### src/rtl/stopwatch_display_spi.sv
// Streams the stopwatch's eight BCD digits to a MAX7219-style driver over 3-wire SPI.
// Optional decimal points per digit when STOPWATCH_DP_EN is defined (adds dp_in).
module stopwatch_display_spi #(
  parameter int unsigned CLK_DIV   = 4,
  parameter logic [3:0]  INTENSITY = 4'h8
) (
  input  logic        clk,
  input  logic        rst_n,
  input  logic [31:0] digits_in,
`ifdef STOPWATCH_DP_EN
  input  logic [7:0]  dp_in,
`endif
  input  logic        update,
  output logic        busy,
  output logic        init_done,
  output logic        spi_cs_n,
  output logic        spi_sclk,
  output logic        spi_mosi
);

  localparam logic [1:0] S_INIT    = 2'd0;
  localparam logic [1:0] S_REFRESH = 2'd1;
  localparam logic [1:0] S_IDLE    = 2'd2;
  localparam logic [7:0] DIV_LAST  = 8'(CLK_DIV - 1);
  localparam logic [5:0] SLOT_GAP  = 6'd33;

  logic [1:0]  r_state;
  logic        r_in_frame;
  logic [5:0]  r_slot;
  logic [7:0]  r_div;
  logic [2:0]  r_idx;
  logic        r_pending;
  logic        r_init_done;
  logic [31:0] r_shadow;

  logic        w_last_div;
  logic        w_frame_end;
  logic        w_seq_last;
  logic        w_want_refresh;
  logic        w_load_shadow;
  logic        w_in_bits;
  logic        w_dp_bit;
  logic [3:0]  w_nibble;
  logic [7:0]  w_addr;
  logic [15:0] w_frame;

  // A frame is 34 slots of CLK_DIV cycles: 32 bit half-periods, a CS hold slot, a CS-high gap.
  assign w_last_div     = (r_div == DIV_LAST);
  assign w_frame_end    = r_in_frame && w_last_div && (r_slot == SLOT_GAP);
  assign w_seq_last     = (r_state == S_INIT) ? (r_idx == 3'd4) : (r_idx == 3'd7);
  assign w_want_refresh = r_pending | update;
  assign w_load_shadow  = ((r_state == S_IDLE) && update) ||
                          (w_frame_end && w_seq_last && w_want_refresh);

`ifdef STOPWATCH_DP_EN
  logic [7:0] r_dp;
  assign w_dp_bit = r_dp[r_idx];
`else
  assign w_dp_bit = 1'b0;
`endif

  assign w_nibble = r_shadow[{r_idx, 2'b00} +: 4];
  assign w_addr   = 8'({5'b00000, r_idx}) + 8'd1;

  always_comb begin
    w_frame = {w_addr, w_dp_bit, 3'b000, w_nibble};
    if (r_state == S_INIT) begin
      case (r_idx)
        3'd0:    w_frame = 16'h09FF;
        3'd1:    w_frame = {8'h0A, 4'h0, INTENSITY};
        3'd2:    w_frame = 16'h0B07;
        3'd3:    w_frame = 16'h0C01;
        default: w_frame = 16'h0F00;
      endcase
    end
  end

  assign busy      = (r_state != S_IDLE);
  assign init_done = r_init_done;
  assign w_in_bits = r_in_frame && !r_slot[5];
  assign spi_cs_n  = !(r_in_frame && (r_slot != SLOT_GAP));
  assign spi_sclk  = w_in_bits && r_slot[0];
  assign spi_mosi  = w_in_bits && w_frame[~r_slot[4:1]];

  always_ff @(posedge clk or negedge rst_n) begin
    if (!rst_n) begin
      r_state     <= S_INIT;
      r_in_frame  <= 1'b0;
      r_slot      <= '0;
      r_div       <= '0;
      r_idx       <= '0;
      r_init_done <= 1'b0;
    end else begin
      case (r_state)
        S_IDLE: begin
          if (update) begin
            r_state    <= S_REFRESH;
            r_in_frame <= 1'b1;
            r_slot     <= '0;
            r_div      <= '0;
            r_idx      <= '0;
          end
        end
        default: begin
          if (!r_in_frame) begin
            r_in_frame <= 1'b1;
            r_slot     <= '0;
            r_div      <= '0;
            r_idx      <= '0;
          end else if (w_frame_end) begin
            r_slot <= '0;
            r_div  <= '0;
            if (!w_seq_last) begin
              r_idx <= r_idx + 3'd1;
            end else begin
              r_idx <= '0;
              if (r_state == S_INIT) r_init_done <= 1'b1;
              // Back-to-back refresh keeps CS cadence unbroken; otherwise drop to idle.
              if (w_want_refresh) begin
                r_state <= S_REFRESH;
              end else begin
                r_state    <= S_IDLE;
                r_in_frame <= 1'b0;
              end
            end
          end else if (w_last_div) begin
            r_div  <= '0;
            r_slot <= r_slot + 6'd1;
          end else begin
            r_div <= r_div + 8'd1;
          end
        end
      endcase
    end
  end

  // Requests arriving while busy collapse into a single pending refresh.
  always_ff @(posedge clk or negedge rst_n) begin
    if (!rst_n) begin
      r_pending <= 1'b1;
    end else if (w_frame_end && w_seq_last) begin
      r_pending <= 1'b0;
    end else if (update && (r_state != S_IDLE)) begin
      r_pending <= 1'b1;
    end
  end

  always_ff @(posedge clk) begin
    if (w_load_shadow) begin
      r_shadow <= digits_in;
`ifdef STOPWATCH_DP_EN
      r_dp     <= dp_in;
`endif
    end
  end

endmodule

### config.mk
export PLATFORM = sky130hd
export DESIGN_NAME = stopwatch_display_spi
export DESIGN_NICKNAME = d
export VERILOG_FILES = /design/src/rtl/stopwatch_display_spi.sv
export SDC_FILE = /design/constraint.sdc
export NUM_CORES = 1
export LEC_CHECK = 0
export ABC_CLOCK_PERIOD_IN_PS = 5600
export BUFFER_PORTS_ARGS = -buffer_cell sky130_fd_sc_hd__buf_2
export CAP_MARGIN = 20
export CORE_MARGIN = 2
export CORE_UTILIZATION = 40
export DETAILED_ROUTE_END_ITERATION = 8
export PLACE_DENSITY = 0.63
export SLEW_MARGIN = 20
export SYNTH_ARGS = -nofsm -noshare
export SYNTH_HDL_FRONTEND = slang
export SYNTH_SLANG_ARGS = --single-unit
### constraint.sdc
create_clock -name clk -period 5.6 [get_ports clk]
set_input_delay 1.4 -clock clk [delete_from_list [all_inputs] [get_ports clk]]
set_output_delay 1.4 -clock clk [all_outputs]
set_load 0.02 [all_outputs]
---- Word level (Yosys, flattened, before mapping) ----
Cells that the tools add are included.
operators by class
  add/subtract/negate cells ............... 4
  order comparisons ....................... 1
  equality and inequality tests ........... 13
  shift operators ......................... 1
  muxes and demuxes ....................... 34
  bitwise logic cells ..................... 3
  reductions and logical operators ........ 23
operators by type and width
  cell                                                                          count
  11-bit case mux with 4 select lines                                           1
  8-bit two-way mux                                                             5
  32-bit by 6-bit variable part select with 4-bit output                        1
  6-bit two-way mux                                                             5
  16-bit two-way mux                                                            1
  3-bit two-way mux                                                             5
  2-bit two-way mux                                                             6
  1-bit logical AND                                                             10
  1-bit two-way mux                                                             10
  8-bit by 1-bit adder with 8-bit output, second input constant                 1
  8-bit by 2-bit equality test with 1-bit output, second input constant         1
  2-bit nonzero test                                                            4
  6-bit by 1-bit adder with 6-bit output, second input constant                 1
  3-bit by 2-bit equality test with 1-bit output, second input constant         2
  3-bit equality test, second input constant                                    2
  6-bit equality test, second input constant                                    1
  6-bit != test, second input constant                                          1
  4-bit by 5-bit less-than comparator with 1-bit output, second input constant  1
  5-bit AND reduction                                                           1
  3-bit by 1-bit adder with 4-bit output, second input constant                 1
  1-bit binary-select mux with 4-bit select                                     1
  2-bit != test, second input constant                                          2
  4-bit by 1-bit != test with 1-bit output, second input constant               1
  4-bit NOT                                                                     1
  other kinds (12)                                                              14
storage, ports and cells
  register bits after elaboration ......... 54
  input port bits ......................... 35
  output and inout bits ................... 5
  logic and storage cells ................. 87

---- Depth between registers and ports, before layout ----
Gate-level depths: netlist of run 1.
  word-level depth ........................ 6
  depth in mapped cells ................... 9
  gate-level depth less buffers ........... 7

---- Least setup slack after synthesis of run 1 ----
OpenSTA, ideal clock, no wires.
  path kind ............................... in2reg
  from .................................... in update
  to ...................................... reg r_shadow[0] (enable)
  library setup time ...................... 432 ps
  data arrival time ....................... 3291 ps
  required time ........................... 5168 ps
  slack ................................... 1877 ps
  cell stages on the path ................. 3
  buffers on the path ..................... 1
  path through ............................ clkbuf_1 > a41oi_1 > a21oi_1
between the ends
  cells in the longest elaborated chain, start to end .. 3
  elaborated cells on any way between the ends .. 4
  those cells by class .................... bitwise: 1; reduce/logical: 3
ends and longest elaborated chain
  element               line  source
  from (decl)           13    input logic update,
  1-bit bitwise OR      51    assign w_want_refresh = r_pending | update;
  1-bit logical AND     53    (w_frame_end && w_seq_last && w_want_refresh);
  1-bit logical OR *    52    assign w_load_shadow = ((r_state == S_IDLE) && update) ||
  via w_load_shadow     40    logic w_load_shadow;
  to (signal assigned)  150   r_shadow <= digits_in;
  to (decl)             34    logic [31:0] r_shadow;
The timed path passes the listed nets; every way through them passes the cells marked *.
A chain may end at the register's enable or synchronous reset.

---- Final worst setup path of run 1 ----
  from .................................... reg r_idx[0]
  to ...................................... out spi_mosi
between the ends
  cells in the longest elaborated chain, start to end .. 6
  elaborated cells on any way between the ends .. 11
  those cells by class .................... add/sub: 1; eq/ne: 3; shift: 1; mux: 4; reduce/logical: 2
ends and longest elaborated chain
  element                                                                                         line  source
  from (decl)                                                                                     31    logic [2:0] r_idx;
  from (signal assigned)                                                                          114   r_idx <= r_idx + 3'd1;
  branches (longest 2 deep; another with 32-bit by 6-bit variable part select with 4-bit output)  n/a
  16-bit two-way mux *                                                                            67    if (r_state == S_INIT) begin
  1-bit binary-select mux with 4-bit select *                                                     83    assign spi_mosi = w_in_bits && w_frame[~r_slot[4:1]];
  1-bit two-way mux (implied by the code) *                                                       83
  1-bit logical AND *                                                                             83
  to (decl)                                                                                       18    output logic spi_mosi
Mark *: on every way between the ends. The select of a mux whose other input is x is not followed.

==> results by group, run 1 <==
Routing
  • Vias: about 1,900
  • DR DRC count: 0
  • Avg WL per Cell: approximately 15 um
  • Post-Route WL: a little over 5000 um
  • ANT nets after route: 0
  • Initial DRT Pass Iterations: 5
  • Initial DRC Count: about 140
  • Vias per cell: roughly 5.5

Timing
  • Fin Clk Skew: 0.006011 ns
  • Final hold vios: 0
  • Minimum clock period after layout: about 4.4 ns
  • Relative slew slack: between 50% and 60%
  • RSZ-0062 raised after global routing: false
  • Final setup viols: 0
  • Pins Over Slew Limit: 0
  • Highest Clock Rate: 224.8 MHz
  • Worst slew pin tran: between 0.7 and 0.8 ns
  • Final Cycle Share: between 70% and 80%
  • Setup TNS: 0 ns

Hold path
  • Hold Startpoint: init_done$_DFFE_PN0P_
  • Worst Hold Depth: 1
  • Worst min path class: reg -> reg
  • Hold Crit Endpoint: init_done$_DFFE_PN0P_

Floorplan
  • Die Y: between 80 and 90 um
  • Starting Density: around two fifths
  • Row cnt: 30
  • Chip Width: between 80 and 90 um
  • # IOs: 40
  • Die Area: ~7600 sq um
  • Core Region: about 6700 sq um

Synthesis
  • Compound-gate portion of the synthesized area: about an eighth
  • Register bit total from synthesis: 54
  • Simple-gate portion of the synthesized area: ~16%
  • Share of synthesized registers carrying an async set or reset: roughly 41%
  • Main combinational cell family by area after synthesis: simple AND/OR/NAND/NOR gates
  • XOR/XNOR Fraction of Synth Area: less than 1%
  • Yosys top cell area share: a little over a third
  • Post-synthesis adder-cell area fraction: roughly 3.6%
  • Post-synthesis cell count: 225
  • Post-synth EDFFs: 32
  • Area contributors post-synth: edfxtp_1 (35%), dfrtp_1 (19%), mux4_2 (4.9%)
  • Post-synthesis mux area share: 8.205%
  • Synthesis warning total: 0
  • Distinct cells, synth: 58
  • Post-synthesis sequential area ratio: between 50% and 60%
  • Top cell type by total area after synthesis: edfxtp_1
  • Post-synth top flop: edfxtp_1
  • Syn avg cell area: 12.27 sq um
  • Synthesized cell area: around 2800 sq um
  • Syn Nets: ~270

Global route
  • Number of global-route vias before repair: around 1,900
  • Met2 usage: between 20 and 25%
  • Gr ovfl total: 0
  • Global Route met3 Usage: around 2.8%
  • GRT Util Overall: ~15%
  • Largest net degree at the start of global routing: 33
  • First-pass GRT wire length: slightly below 9000 um
  • Initial antenna violation count: 0
  • Grt met1 use: slightly above 20%
  • Top Usage Layer GRT: met2

Clock network
  • CTS tree: yes
  • Worst-path clk slew: 0.09 ns
  • Post-CTS Setup Inserts: 0
  • Num Clock Sinks: 54
  • Post-CTS resize count: 0
  • CTS root buf: clkbuf_8
  • Clock Path Buffers: 2
  • Total clock buffers created by CTS: 5
  • Number of H-tree levels: 2
  • Clk_lat worst skew: ~0.3 ns
  • Cts hold-fix bufs: 0

Final layout
  • Area Growth Syn to Fin: 11.56%
  • Number of nets in the layout: roughly 300
  • Layout cells sized above 1: 23.57%
  • # diodes: 0
  • Fill count: slightly above 600
  • Final Non-Filler Cells: roughly 340
  • Multi-input logic area: approximately 1100 sq um
  • Final core utilization: a little under half
  • Storage cell area: roughly 1500 sq um

Worst setup path
  • Cells on worst reg2reg path: 5
  • Startpoint types: flip-flop
  • R2R Path End: r_shadow[8]$_DFFE_PP_
  • Worst endpoint required time: ~4.2 ns
  • Setup CP Type: reg -> out
  • RR Startpoint: r_idx[0]$_DFFE_PN0P_
  • Worst Setup End Kind: output pin
  • Setup slack, reg-to-reg: 3.06 ns
  • Crit path arrival time: roughly 3.1 ns
  • Crit-path max FO: 18

Run
  • Max cap viols: 0

Placed design
  • Placed Instances: 335
  • Gpl congestion: a little under 0.9
  • Port Buffers: 39
  • DPL Wire Length: about 3700 um

Outcome
  • Status: completed

Pwr
  • LEAKAGE: around 1.2 nW
  • PwrDens: 382.2 nW/um^2
  • Peak VDD IR: between 0.00015 and 0.0002 V
-- cell type report --
type	instances	area share (%)
flip-flops and latches	54	49.13
clock buffers	6	2.357
well taps	80	3.251
multi-input cells	151	36.37
clock inverters	2	1.097
repair buffers	40	6.583
inverters	10	1.219
-- layer usage --
metal	part of all wire, %	vias to the layer above	routed length, um
met5	0	-	0
met4	1.2	0	62
met3	5.8	6	304
met2	47	60	2465
met1	46	889	2367
li1	-	932	-
-- state kept, by name, indices dropped and copies added (netlist names) --
register / cells
r_shadow: 32
r_div: 8
r_slot: 6
r_idx: 3
r_state: 2
init_done: 1
r_in_frame: 1
r_pending: 1
-- metrics by stage --
stage          total power [mW]  area, sq um  hold slack [ns]  setup slack (ns)
6_report                  1.177         3079           0.4835             1.152
5_1_grt                   1.259         3079           0.5144            0.9272
4_1_cts                   1.186         3079           0.4917             1.127
3_5_place_dp             0.9300         2973           0.4656             1.483
3_3_place_gp             0.9208         2973           0.4633             1.595
2_1_floorplan            0.8702         2760           0.4771             1.877
-- worst max-delay path: stages (launching register included) --
cell and delay, ns:
dfrtp_1 0.81, inv_1 0.25, ha_1 0.30, or2_2 0.28, a221oi_1 0.26, a2111oi_0 0.11
or4_1 0.40, and4_1 0.17, buf_2 0.16
-- cells in the final DEF, fill, tap and decap left out, drive strengths merged, types with 2 or more instances in the layout --
| cell type | count |
|---|---|
| a41oi | 2 |
| nand2b | 3 |
| and3 | 3 |
| and4 | 2 |
| mux4 | 6 |
| buf | 40 |
| or3 | 5 |
| o21ai | 18 |
| xnor2 | 2 |
| dfrtp | 21 |
| o21bai | 2 |
| inv | 10 |
| nor3 | 7 |
| ha | 8 |
| nor3b | 3 |
| a22o | 2 |
| a221oi | 2 |
| edfxtp | 32 |
| mux2i | 8 |
| a31oi | 2 |
| o41ai | 2 |
| nand2 | 20 |
| clkbuf | 6 |
| a211oi | 3 |
| nand3 | 6 |
| o31ai | 3 |
| nor2 | 10 |
| or4 | 2 |
| or2 | 2 |
| nor4 | 4 |
| a21oi | 6 |
| nand4 | 3 |
-- how the worst max path moves through the flow --
stage                              start                    end  depth (start not counted)
CTS                 r_idx[0]$_DFFE_PN0P_               spi_mosi                          8
global route        r_idx[0]$_DFFE_PN0P_               spi_mosi                          8
global placement    r_idx[0]$_DFFE_PN0P_               spi_mosi                          8
detailed placement  r_idx[0]$_DFFE_PN0P_               spi_mosi                          8
floorplan                         update  r_shadow[0]$_DFFE_PP_                          3
finish              r_idx[0]$_DFFE_PN0P_               spi_mosi                          8
-- cells by family after synthesis --
kind of cell	count (synthesis)
AO/OA/AOI/OAI	49
XOR/XNOR	3
adder cells (fa/ha/maj)	8
buffers and inverters	20
flip-flops	54
multiplexers	15
AND/OR/NAND/NOR	76
-- report_power, final --
| part | internal [mW] | leakage, nW | switching [mW] |
|---|---|---|---|
| registers | 0.471 | 0.562 | 0.114 |
| logic | 0.175 | 0.581 | 0.164 |
| clock network | 0.132 | 0.0528 | 0.121 |
| total | 0.778 | 1.20 | 0.399 |
-- Yosys cell counts, types with 3 or more instances --
| cell | count |
|---|---|
| nand4_1 | 3 |
| mux4_2 | 6 |
| nand2_1 | 20 |
| mux2i_1 | 8 |
| nand3_1 | 5 |
| dfrtp_1 | 21 |
| or3_1 | 5 |
| inv_1 | 10 |
| buf_6 | 3 |
| and3_1 | 3 |
| nor3b_1 | 3 |
| edfxtp_1 | 32 |
| ha_1 | 8 |
| a21oi_1 | 5 |
| nand2b_1 | 3 |
| o21ai_0 | 17 |
| nor2_1 | 10 |
| nor3_1 | 7 |
| o31ai_1 | 3 |
Note: power is estimated with default switching activity, not from simulation.
==> run 2, diff against run 1 <==
--- a/config.mk
+++ b/config.mk
@@ -5,13 +5,14 @@
 export SDC_FILE = /design/constraint.sdc
 export NUM_CORES = 1
 export LEC_CHECK = 0
-export ABC_CLOCK_PERIOD_IN_PS = 5600
+export ABC_AREA = 1
+export ABC_CLOCK_PERIOD_IN_PS = 3600
 export BUFFER_PORTS_ARGS = -buffer_cell sky130_fd_sc_hd__buf_2
 export CAP_MARGIN = 20
 export CORE_MARGIN = 2
 export CORE_UTILIZATION = 40
 export DETAILED_ROUTE_END_ITERATION = 8
-export PLACE_DENSITY = 0.63
+export PLACE_DENSITY = 0.65
 export SLEW_MARGIN = 20
 export SYNTH_ARGS = -nofsm -noshare
 export SYNTH_HDL_FRONTEND = slang
==> constraint.sdc (replaced) <==
create_clock -name clk -period 3.6 [get_ports clk]
set_input_delay 0.9 -clock clk [delete_from_list [all_inputs] [get_ports clk]]
set_output_delay 0.9 -clock clk [all_outputs]
set_load 0.02 [all_outputs]
==> run 2 against run 1 <==
Effect of this change: critical path type unchanged; largest cell class unchanged; non-clock buffer count grew 1; sequential share of layout area shrank 0.75 points; flip-flop and latch count unchanged.
==> results by group, run 2 <==
Clock network
  • Clk_lat worst skew: 0.31 ns (about the same)
  • Cts hold-fix bufs: 0 (unchanged)
  • CTS root buf: clkbuf_8
  • Number of H-tree levels: 2 (unchanged)
  • CTS tree: yes
  • Clock Path Buffers: 2 (unchanged)
  • Post-CTS Setup Inserts: 0 (unchanged)
  • Worst-path clk slew: 0.09 ns (about the same)
  • Num Clock Sinks: 54 (unchanged)
  • Post-CTS resize count: 0 (unchanged)
  • Total clock buffers created by CTS: 5 (unchanged)

Synthesis
  • Syn avg cell area: 9.485 sq um (-23%)
  • Top-count cell post-synth: nand2_1
  • Post-synth EDFFs: 32 (unchanged)
  • Post-synthesis cell count: 291 (+29%)
  • Synthesized cell area: 2760 sq um (unchanged)
  • Synthesis warning total: 0 (unchanged)
  • Yosys top cell area share: 34.81% (unchanged)
  • Post-synth top flop: edfxtp_1
  • Top cell type by total area after synthesis: edfxtp_1
  • Register bit total from synthesis: 54 (unchanged)
  • Syn Nets: 334 (+25%)
  • Area contributors post-synth: edfxtp_1 (35%), dfrtp_1 (19%), nand2_1 (9.0%)
  • Share of synthesized registers carrying an async set or reset: 40.74% (unchanged)
  • Post-synthesis sequential area ratio: 54.81% (unchanged)
  • Synth cell count leaders: nand2_1 (66), edfxtp_1 (32), inv_1 (31)
  • Distinct cells, synth: 35 (-40%)

Worst setup path
  • Largest stage delay, worst path: 0.44 ns (-0.37 ns)
  • Cell family with most CP delay: simple AND/OR/NAND/NOR gates
  • CP most frequent cell: nand2_1
  • Setup slack, reg-to-reg: 1.28 ns (-1.78 ns)
  • Worst Setup End Kind: output pin
  • CP Launch Point: r_idx[1]$_DFFE_PN0P_
  • Startpoint types: flip-flop
  • Cells on worst reg2reg path: 8 (+3)
  • Crit-path max FO: 12 (-6)
  • Setup CP Type: reg -> out
  • Worst endpoint required time: 2.70 ns (-1.50 ns)
  • Crit-path cells: inv_1, ha_1, o21ai_0, nand2_1, nand2_1, nand2_1, nand2_1, nand2_1, nand2_1, nand2_1, nand2_1, nand2_1, a21oi_1, buf_2
  • WP buf/inv: 2 (unchanged)
  • Crit path arrival time: 2.32 ns (-0.73 ns)
  • CP max-delay cell: dfrtp_1
  • RR Startpoint: r_idx[1]$_DFFE_PN0P_
  • R2R Path End: r_shadow[8]$_DFFE_PP_

Placed design
  • Gpl congestion: 0.8360 (-5.4%)
  • DPL Wire Length: 3917 um (+5.1%)
  • Pre-CTS setup slack: 0.7469 ns (-0.7365 ns)
  • Placed Instances: 408 (+22%)
  • Cell Area, Placed: 3033 sq um (+2.0%)
  • Port Buffers: 39 (unchanged)

Floorplan
  • Chip Width: 87.07 um (unchanged)
  • Core Region: 6719 sq um (unchanged)
  • Row cnt: 30 (unchanged)
  • Starting Density: 41.08% (unchanged)
  • Die Y: 87.07 um (unchanged)
  • # IOs: 40 (unchanged)
  • Die Area: 7581 sq um (unchanged)

Final layout
  • Final core utilization: 46.54% (+0.71 points)
  • Fin area: 3127 sq um (+1.5%)
  • Commonest non-fill, non-tap cell in the layout: nand2_1
  • Area Growth Syn to Fin: 13.28%
  • Max reg flops: 32 (unchanged)
  • Final Non-Filler Cells: 416 (+21%)
  • Layout cells sized above 1: 22.02% (-1.6 points)
  • Top flop regs: r_shadow: 32 flops, r_div: 8 flops, r_slot: 6 flops
  • # diodes: 0 (unchanged)
  • Number of nets in the layout: 378 (+24%)
  • Biggest register: r_shadow
  • Commonest cells after routing, fill and taps aside: nand2_1 (66), buf_2 (39), edfxtp_1 (32)

Timing
  • Pins Over Slew Limit: 0 (unchanged)
  • Worst slew pin tran: 0.5275 ns (-0.1814 ns)
  • Minimum clock period after layout: around 3.2 ns
  • Final Cycle Share: 89.50%
  • Relative slew slack: 64.84% (+12 points)
  • Final hold vios: 0 (unchanged)
  • Fin Clk Skew: 0.01078 ns (+0.004766 ns)
  • Setup TNS: 0 ns (unchanged)
  • Highest Clock Rate: between 300 and 400 MHz
  • RSZ-0062 raised after global routing: false
  • Worst setup margin: 0.3779 ns (-0.7745 ns)
  • Fin Hold WS: 0.4783 ns (-0.005224 ns)
  • Final setup viols: 0 (unchanged)

Global route
  • Initial antenna violation count: 0 (unchanged)
  • GRT Util Overall: 15.48% (+0.49 points)
  • Largest net degree at the start of global routing: 33 (unchanged)
  • Number of global-route vias before repair: 1,971 (+3.9%)
  • First-pass GRT wire length: 9149 um (+2.3%)
  • Gr ovfl total: 0 (unchanged)

Pwr
  • LEAKAGE: 1.416 nW (+18%)
  • Internal power: 809.7 uW (+4.1%)
  • P_sw: 218.2 uW (-45%)
  • Clock network fraction of design power: 33.9% (+12 points)
  • Seq pwr share: 63.8% (+14 points)
  • PwrDens: 328.7 nW/um^2 (-14%)
  • Peak VDD IR: 0.0001756 V (+16%)
  • Sw frac: 21.23% (-13 points)
  • Overall Power: 1.028 mW (-13%)
  • Combinational Power Share: 2.3% (-27 points)

Routing
  • Vias per cell: 5.077 (-7.7%)
  • Initial DRC Count: 141 (-2.1%)
  • Initial DRT Pass Iterations: 4 (-1)
  • Post-Route WL: 5403 um (+3.9%)
  • DR DRC count: 0 (unchanged)
  • Avg WL per Cell: 12.99 um (-14%)
  • Vias: 2,112 (+12%)
  • ANT nets after route: 0 (unchanged)

Hold path
  • Hold Startpoint: init_done$_DFFE_PN0P_
  • Worst min path class: reg -> reg
  • Worst Hold Depth: 1 (unchanged)
  • Hold Crit Endpoint: init_done$_DFFE_PN0P_

Run
  • Max cap viols: 0 (unchanged)

Outcome
  • Status: completed
## run 2: power by group through the flow
stage / sequential [mW] / combinational [mW] / clock (mW)
after floorplan: 0.670 / 0.000521 / 0
after global routing: 0.656 / 0.0270 / 0.386
final: 0.656 / 0.0232 / 0.349
after detailed placement: 0.669 / 0.0241 / 0
after global placement: 0.669 / 0.0235 / 0
after CTS: 0.656 / 0.0241 / 0.366
## run 2: logic make-up after synthesis
logic type	after synthesis	share of synthesized area (%)
AO/OA/AOI/OAI	43	9.202
XOR/XNOR	3	0.9521
adder cells (fa/ha/maj)	8	3.627
buffers and inverters	42	6.709
flip-flops	54	54.81
AND/OR/NAND/NOR	141	24.71
## run 2: worst max-delay path by stage
stage                    end  slack (ns)  cells past startpoint
floorplan           spi_mosi        0.80                     14
global placement    spi_mosi        0.77                     14
detailed placement  spi_mosi        0.75                     14
CTS                 spi_mosi        0.37                     14
global route        spi_mosi        0.15                     14
finish              spi_mosi        0.38                     14
## run 2: worst reg2reg max path: cells and delay by family, from the launching register on
| kind | cells | cell delay, ns |
|---|---|---|
| DFF | 1 | 0.44 |
| and+or+nand+nor | 4 | 0.53 |
| buffers and inverters | 2 | 0.76 |
| AOI/OAI and AO/OA | 2 | 0.25 |
## run 2: cell type report
type,count,area (sq um)
Tap cell,80,100.1
Fill cell,626,3592
Sequential cell,54,1513
Multi-Input combinational cell,195,1062
Inverter,38,147.6
Timing Repair Buffer,41,210.2
Clock buffer,5,68.82
Clock inverter,3,25.02
## run 2: metal layers
metal | global-route usage, % | vias to the layer above | part of all wire, %
met3 | 3.412 | 4 | 5.1
met2 | 25.12 | 64 | 48
met5 | 0 | - | 0
li1 | - | 1065 | -
met4 | 4.403 | 0 | 0.94
met1 | 20.88 | 979 | 46
